<file path="src/rtl/stage3_pkg.sv">
// Shared constants, FSM encoding and arctangent table for the stage-3 sine CORDIC.
package stage3_pkg;
   localparam int ANGLE_W_DEF   = 12;
   localparam int MAG_W_DEF     = 16;
   localparam int ITER_DEF      = 14;
   localparam int GUARD_DEF     = 3;
   localparam int CORDIC_K_Q15  = 19899;
   localparam int ANGLE_PI      = 2048;
   localparam int ANGLE_HALF_PI = 1024;

   typedef enum logic [1:0] {ST_IDLE, ST_LOAD, ST_ROT, ST_DONE} state_e;

   // atan(2^-i) in units of pi/32768, i.e. the angle LSB with 4 extra fraction bits
   function automatic logic [13:0] atan_tab(input logic [3:0] i);
      case (i)
         4'd0:    atan_tab = 14'd8192;
         4'd1:    atan_tab = 14'd4836;
         4'd2:    atan_tab = 14'd2555;
         4'd3:    atan_tab = 14'd1297;
         4'd4:    atan_tab = 14'd651;
         4'd5:    atan_tab = 14'd326;
         4'd6:    atan_tab = 14'd163;
         4'd7:    atan_tab = 14'd81;
         4'd8:    atan_tab = 14'd41;
         4'd9:    atan_tab = 14'd20;
         4'd10:   atan_tab = 14'd10;
         4'd11:   atan_tab = 14'd5;
         4'd12:   atan_tab = 14'd3;
         4'd13:   atan_tab = 14'd1;
         4'd14:   atan_tab = 14'd1;
         default: atan_tab = 14'd0;
      endcase
   endfunction
endpackage

</file>
<file path="src/rtl/cordic_rot_step.sv">
// One combinational rotation-mode CORDIC micro-rotation; direction follows the sign of z.
module cordic_rot_step
   import stage3_pkg::*;
#(
   parameter int XY_W = 21,
   parameter int Z_W  = 16
) (
   input  logic signed [XY_W-1:0] x_in,
   input  logic signed [XY_W-1:0] y_in,
   input  logic signed [Z_W-1:0]  z_in,
   input  logic        [3:0]      i_in,
   output logic signed [XY_W-1:0] x_out,
   output logic signed [XY_W-1:0] y_out,
   output logic signed [Z_W-1:0]  z_out
);
   logic signed [XY_W-1:0] x_sh, y_sh;
   logic signed [Z_W-1:0]  atan_s;

   always_comb begin
      x_sh   = x_in >>> i_in;
      y_sh   = y_in >>> i_in;
      atan_s = Z_W'({1'b0, atan_tab(i_in)});
      if (!z_in[Z_W-1]) begin
         x_out = x_in - y_sh;
         y_out = y_in + x_sh;
         z_out = z_in - atan_s;
      end else begin
         x_out = x_in + y_sh;
         y_out = y_in - x_sh;
         z_out = z_in + atan_s;
      end
   end
endmodule

</file>
<file path="src/rtl/stage3_sin.sv">
// Iterative CORDIC computing L = magMN*sin(angle), one micro-rotation per clock.
// Define SIN_CLAMP_EN to saturate L to [-magMN, +magMN].
module stage3_sin
   import stage3_pkg::*;
#(
   parameter int ANGLE_W = ANGLE_W_DEF,
   parameter int MAG_W   = MAG_W_DEF,
   parameter int ITER    = ITER_DEF,
   parameter int GUARD   = GUARD_DEF
) (
   input  logic                      clock,
   input  logic                      rst_n,
   input  logic                      enable,
   input  logic signed [ANGLE_W-1:0] angle,
   input  logic        [MAG_W-1:0]   magMN,
   output logic signed [MAG_W:0]     L,
   output logic                      valid,
   output logic                      busy
);
   localparam int XY_W = MAG_W + GUARD + 2;
   localparam int Z_W  = ANGLE_W + 4;
   localparam int PW   = MAG_W + 15;

   localparam logic signed [ANGLE_W:0] A_PI  = (ANGLE_W+1)'(ANGLE_PI);
   localparam logic signed [ANGLE_W:0] A_HPI = (ANGLE_W+1)'(ANGLE_HALF_PI);
   localparam logic signed [XY_W:0]    RND_HALF = (XY_W+1)'(1 << (GUARD-1));
   localparam logic signed [XY_W:0]    L_MAX = (XY_W+1)'((1 << MAG_W) - 1);
   localparam logic signed [XY_W:0]    L_MIN = -L_MAX - (XY_W+1)'(1);

   state_e                    state_q, state_d;
   logic signed [ANGLE_W-1:0] ang_q, ang_d;
   logic        [MAG_W-1:0]   mag_q, mag_d;
   logic signed [XY_W-1:0]    x_q, x_d, y_q, y_d, x_rot, y_rot;
   logic signed [Z_W-1:0]     z_q, z_d, z_rot;
   logic        [3:0]         i_q, i_d;
   logic signed [MAG_W:0]     l_q, l_d;
   logic                      valid_q, valid_d, busy_q, busy_d;

   logic        [PW-1:0]      prod;
   logic signed [ANGLE_W:0]   ang_x, fold;
   logic signed [XY_W:0]      y_r, l_full, l_sat;
`ifdef SIN_CLAMP_EN
   logic signed [XY_W:0]      lim;
`endif

   cordic_rot_step #(.XY_W(XY_W), .Z_W(Z_W)) u_step (
      .x_in (x_q),
      .y_in (y_q),
      .z_in (z_q),
      .i_in (i_q),
      .x_out(x_rot),
      .y_out(y_rot),
      .z_out(z_rot)
   );

   always_comb begin
      state_d = state_q;
      ang_d   = ang_q;
      mag_d   = mag_q;
      x_d     = x_q;
      y_d     = y_q;
      z_d     = z_q;
      i_d     = i_q;
      l_d     = l_q;
      valid_d = 1'b0;
      busy_d  = busy_q;

      // Gain pre-compensation truncates to whole magnitude LSBs, then moves onto the guard grid.
      prod  = PW'(mag_q) * PW'(CORDIC_K_Q15);
      ang_x = {ang_q[ANGLE_W-1], ang_q};
      if (ang_x > A_HPI)       fold = A_PI - ang_x;
      else if (ang_x < -A_HPI) fold = -A_PI - ang_x;
      else                     fold = ang_x;

      y_r    = {y_q[XY_W-1], y_q} + RND_HALF - (XY_W+1)'(y_q[XY_W-1]);
      l_full = y_r >>> GUARD;
`ifdef SIN_CLAMP_EN
      lim = (XY_W+1)'(mag_q);
      if (l_full > lim)       l_sat = lim;
      else if (l_full < -lim) l_sat = -lim;
      else                    l_sat = l_full;
`else
      if (l_full > L_MAX)      l_sat = L_MAX;
      else if (l_full < L_MIN) l_sat = L_MIN;
      else                     l_sat = l_full;
`endif

      case (state_q)
         ST_IDLE: begin
            if (valid_q) busy_d = 1'b0;
            if (enable) begin
               ang_d   = angle;
               mag_d   = magMN;
               busy_d  = 1'b1;
               state_d = ST_LOAD;
            end
         end
         ST_LOAD: begin
            x_d     = XY_W'((prod >> 15) << GUARD);
            y_d     = '0;
            z_d     = Z_W'({fold, 4'b0000});
            i_d     = '0;
            state_d = ST_ROT;
         end
         ST_ROT: begin
            x_d = x_rot;
            y_d = y_rot;
            z_d = z_rot;
            i_d = i_q + 4'd1;
            if (i_q == 4'(ITER-1)) state_d = ST_DONE;
         end
         default: begin
            l_d     = (MAG_W+1)'(l_sat);
            valid_d = 1'b1;
            state_d = ST_IDLE;
         end
      endcase
   end

   always_ff @(posedge clock or negedge rst_n) begin
      if (!rst_n) begin
         state_q <= ST_IDLE;
         ang_q   <= '0;
         mag_q   <= '0;
         x_q     <= '0;
         y_q     <= '0;
         z_q     <= '0;
         i_q     <= '0;
         l_q     <= '0;
         valid_q <= 1'b0;
         busy_q  <= 1'b0;
      end else begin
         state_q <= state_d;
         ang_q   <= ang_d;
         mag_q   <= mag_d;
         x_q     <= x_d;
         y_q     <= y_d;
         z_q     <= z_d;
         i_q     <= i_d;
         l_q     <= l_d;
         valid_q <= valid_d;
         busy_q  <= busy_d;
      end
   end

   assign L     = l_q;
   assign valid = valid_q;
   assign busy  = busy_q;
endmodule

</file>
<file path="config.mk">
export PLATFORM = sky130hd
export DESIGN_NAME = stage3_sin
export DESIGN_NICKNAME = d
export VERILOG_FILES = /design/src/rtl/stage3_pkg.sv /design/src/rtl/cordic_rot_step.sv /design/src/rtl/stage3_sin.sv
export SDC_FILE = /design/constraint.sdc
export NUM_CORES = 1
export LEC_CHECK = 0
export ABC_AREA = 0
export BUFFER_PORTS_ARGS = -buffer_cell sky130_fd_sc_hd__buf_2
export CAP_MARGIN = 30
export CORE_ASPECT_RATIO = 1.1
export CORE_MARGIN = 3
export CORE_UTILIZATION = 50
export CTS_CLUSTER_DIAMETER = 100
export DETAILED_ROUTE_END_ITERATION = 16
export HOLD_SLACK_MARGIN = 0.05
export PLACE_DENSITY = 0.66
export SLEW_MARGIN = 20
export SYNTH_ARGS = -nofsm -noshare
export SYNTH_HDL_FRONTEND = slang
export SYNTH_SLANG_ARGS = --single-unit
</file>
<file path="constraint.sdc">
create_clock -name clock -period 6.7 [get_ports clock]
set_clock_uncertainty 0.15 [all_clocks]
set_input_delay 1.005 -clock clock [delete_from_list [all_inputs] [get_ports clock]]
set_output_delay 1.005 -clock clock [all_outputs]
set_load 0.02 [all_outputs]
</file>
==> load_flow_metrics.sql <==
INSERT INTO impl_metrics (metric_group, metric, value, unit) VALUES
('setup_path', 'critPathLaunch', 'mag_q[12]$_DFFE_PN0P_', ''),
('setup_path', 'critical_path_buf_inv_count', '7', ''),
('global_route', 'pin_count_of_the_biggest_net_entering_global_routing', '74', ''),
('clock_network', 'clkSlewWorstSetupHoldPaths', '0.08', 'ns'),
('sta', 'timing.final.crit_share', '0.963', ''),
('synth', 'yosys.cell_types.count', '86', ''),
('synth', 'most_used_flip_flop_cell_after_synthesis', 'sky130_fd_sc_hd__dfrtp_1', ''),
('synth', 'yosys_warnings', '0', ''),
('global_route', 'grt_pass1_vias', '13500', ''),
('synth', 'yosys_reg_bits', '111', ''),
('route', 'detail_route.vias_per_cell', '5.92', ''),
('floorplan', 'dieArea', '34700', 'sq um'),
('sta', 'post_layout_min_period', '6.45', 'ns'),
('floorplan', 'die_width', '178', 'microns'),
('setup_path', 'cell_type_group_with_the_largest_total_delay_on_the_critical_path', 'adder cells', ''),
('setup_path', 'critical-path-slowest-cell', 'sky130_fd_sc_hd__fa_1', ''),
('route', 'antenna_violating_nets_post_route', '0', ''),
('synth', 'synth_sequential_area_ratio', '0.171', ''),
('setup_path', 'crit_arrival', '6.58', 'ns'),
('synth', 'syn_nets', '2204', ''),
('route', 'drc', '0', ''),
('route', 'detailroute.via_count', '13700', ''),
('sta', 'finalMaxSlewViolations', '0', ''),
('global_route', 'grt.total_usage', '0.244', ''),
('hold_path', 'hold-path-cell-count', '2', ''),
('clock_network', 'cts-root-to-sink-buffers', '2', ''),
('placed_design', 'place_congestion', '0.945', ''),
('sta', 'timing.final.hold_violations', '0', ''),
('sta', 'report.final.setup_viol', '0', ''),
('synth', 'synth-edff-count', '0', ''),
('setup_path', 'worstSetupEndpoint', 'x_q[16]$_DFFE_PN0P_', ''),
('setup_path', 'path_cells', 'inv_1 > fa_1 > fa_1 > inv_1 > fa_1 > inv_1 > fa_1 > inv_1 > fa_1 > inv_1 > fa_1 > inv_1 > ha_1 > o21a_1 > o21ai_0 > a21oi_2 > a21oi_2 > a32oi_2 > a21o_1 > buf_4 > a21o_1 > a211o_1 > a41o_1', ''),
('sta', 'worst_slew_pin_slew', '0.904', 'ns'),
('setup_path', 'setup.worst_path.class', 'flip-flop to flip-flop', ''),
('synth', 'synth.most_common_cell', 'sky130_fd_sc_hd__inv_1', ''),
('clock_network', 'cts-root-buf', 'sky130_fd_sc_hd__clkbuf_16', ''),
('clock_network', 'clkSinkCount', '111', ''),
('final_layout', 'n_fill_cell', '2924', ''),
('synth', 'yosys.area.top_type_share', '0.171', ''),
('setup_path', 'max_stage_delay', '0.53', 'ns'),
('setup_path', 'timing.critical_path.fanout_max', '6', ''),
('final_layout', 'syn_to_final_growth', '6.59', '%'),
('route', 'detail_route.iter0.violations', '1032', ''),
('sta', 'finalSetupTns', '0', 'ns'),
('clock_network', 'worstSkewPairLatency', '0.39', 'ns'),
('synth', 'synth.avg_cell_area', '8.69', 'sq um'),
('synth', 'syn_inst', '1871', ''),
('global_route', 'grt_antenna_before_repair', '0', ''),
('floorplan', 'fp.coreArea', '31700', 'sq um'),
('setup_path', 'r2r_start', 'mag_q[12]$_DFFE_PN0P_', ''),
('setup_path', 'worst_setup_path_start_kind', 'flip-flop', ''),
('run_status', 'outcome', 'complete, no violations', ''),
('clock_network', 'cts_tree', 'yes', ''),
('clock_network', 'cts_hold_buf', '0', ''),
('final_layout', 'num-nets-final', '2225', ''),
('final_layout', 'post_route_cells_drive_above_1_share', '0.118', ''),
('setup_path', 'worstRegToRegCells', '23', ''),
('placed_design', 'port_buffer_count', '49', ''),
('setup_path', 'cp-end-kind', 'flip-flop', ''),
('flow_run', 'timing.max_cap.violations', '0', ''),
('setup_path', 'worst-endpoint-required', '6.82', 'ns'),
('route', 'avgRoutedWirePerCell', '18.0', 'microns'),
('synth', 'post-synth-top-area-cell', 'sky130_fd_sc_hd__dfrtp_1', ''),
('setup_path', 'cp.depth', '23', ''),
('floorplan', 'die_height', '195', 'microns'),
('route', 'drt_pass1_iterations', '5', ''),
('synth', 'post_synth_most_frequent_cells', '260 x sky130_fd_sc_hd__inv_1, 200 x sky130_fd_sc_hd__ha_1, 163 x sky130_fd_sc_hd__a21oi_1, 133 x sky130_fd_sc_hd__nand2_1, 118 x sky130_fd_sc_hd__nor2_1', ''),
('global_route', 'wire_length_of_the_first_global_routing_pass', '68700', 'microns'),
('clock_network', 'num_cts_buffers', '9', ''),
('hold_path', 'hold_path.class', 'flip-flop to flip-flop', ''),
('floorplan', 'pin_count', '50', '');
## worst min-delay path by stage
| stage | from | endpoint | slack [ns] |
|---|---|---|---|
| finish | busy$_DFFE_PN0P_ | busy$_DFFE_PN0P_ | 0.34 |
| global route | z_q[4]$_DFFE_PN0P_ | z_q[4]$_DFFE_PN0P_ | 0.36 |
| CTS | busy$_DFFE_PN0P_ | busy$_DFFE_PN0P_ | 0.35 |
| detailed placement | busy$_DFFE_PN0P_ | busy$_DFFE_PN0P_ | 0.33 |
| global placement | busy$_DFFE_PN0P_ | busy$_DFFE_PN0P_ | 0.31 |
| floorplan | z_q[4]$_DFFE_PN0P_ | z_q[4]$_DFFE_PN0P_ | 0.31 |
## metrics by stage
stage,instance area (sq um),util,worst slack [ns],hold WS [ns],cells
6_report,17300,0.546,0.247,0.338,2317
5_1_grt,17300,0.546,-0.0366,0.363,2317
4_1_cts,17200,0.543,0.0144,0.349,2311
3_5_place_dp,16900,0.533,0.0389,0.329,2295
3_3_place_gp,16900,0.533,0.127,0.309,2295
2_1_floorplan,16300,-,0.374,0.307,1871
## cells by family (layout without fill, tap and decap cells)
family          after synthesis  in the layout  synth area share
compound gates              460            460             0.175
simple gates                441            441             0.130
buf+inv                     340            366            0.0843
fa+ha+maj                   302            302             0.279
xor+xnor                    115            115            0.0619
flops                       111            111             0.171
mux                         102            102            0.0985
## area by class of cell
type,instances,area (sq um),share of cell area
multi-input combinational,1420,12200,0.702
sequential,111,2790,0.161
inverter,262,986,0.0569
timing repair buffer,88,553,0.0319
tap,420,526,0.0303
clock buffer,10,229,0.0132
clock inverter,6,77.6,0.00448
## registers in the layout (all words and copies together), names as in the netlist
register  count
L            17
ang_q        12
busy          1
i_q           4
mag_q        16
state_q       2
valid         1
x_q          21
y_q          21
z_q          16
## worst reg2reg max path, stage by stage (launching register included)
cell                      delay (ns)
sky130_fd_sc_hd__dfrtp_1        0.49
sky130_fd_sc_hd__inv_1          0.15
sky130_fd_sc_hd__fa_1           0.53
sky130_fd_sc_hd__fa_1           0.52
sky130_fd_sc_hd__inv_1          0.06
sky130_fd_sc_hd__fa_1           0.50
sky130_fd_sc_hd__inv_1          0.05
sky130_fd_sc_hd__fa_1           0.48
sky130_fd_sc_hd__inv_1          0.06
sky130_fd_sc_hd__fa_1           0.53
sky130_fd_sc_hd__inv_1          0.06
sky130_fd_sc_hd__fa_1           0.49
sky130_fd_sc_hd__inv_1          0.04
sky130_fd_sc_hd__ha_1           0.30
sky130_fd_sc_hd__o21a_1         0.13
sky130_fd_sc_hd__o21ai_0        0.27
sky130_fd_sc_hd__a21oi_2        0.10
sky130_fd_sc_hd__a21oi_2        0.21
sky130_fd_sc_hd__a32oi_2        0.14
sky130_fd_sc_hd__a21o_1         0.22
sky130_fd_sc_hd__buf_4          0.14
sky130_fd_sc_hd__a21o_1         0.19
sky130_fd_sc_hd__a211o_1        0.29
sky130_fd_sc_hd__a41o_1         0.24
## what timing repair did
| item | 4_1_cts | 5_1_grt |
|---|---|---|
| setup buffers | 0 | 5 |
| endpoints found under the setup margin | 0 | 9 |
| resized for setup | 0 | 20 |
## metal layers
metal  up-vias  track usage  wire length, microns
li1       6576            -                     -
met1      6738        0.342                 18700
met2       337        0.393                 19800
met3        66       0.0325                  2130
met4         0       0.0704                   959
met5         -            0                     0
## cell usage in the layout (no fill, tap or decap), drive strengths merged, types with 12 or more instances in the layout
cell type,Yosys,routed
a21o,26,26
a21oi,164,164
a31oi,30,30
and3,12,12
buf,33,87
dfrtp,111,111
fa,102,102
ha,200,200
inv,260,262
mux2,39,39
mux2i,22,22
mux4,41,41
nand2,133,133
nand2b,21,21
nand3,30,30
nor2,119,119
nor2b,23,23
nor3,47,47
o21a,22,22
o21ai,92,92
o22ai,35,35
or3,12,12
xnor2,64,64
xor2,51,51
Power is not shown: default switching activity piles up to over one toggle a cycle in this logic, so the estimate is an artifact.
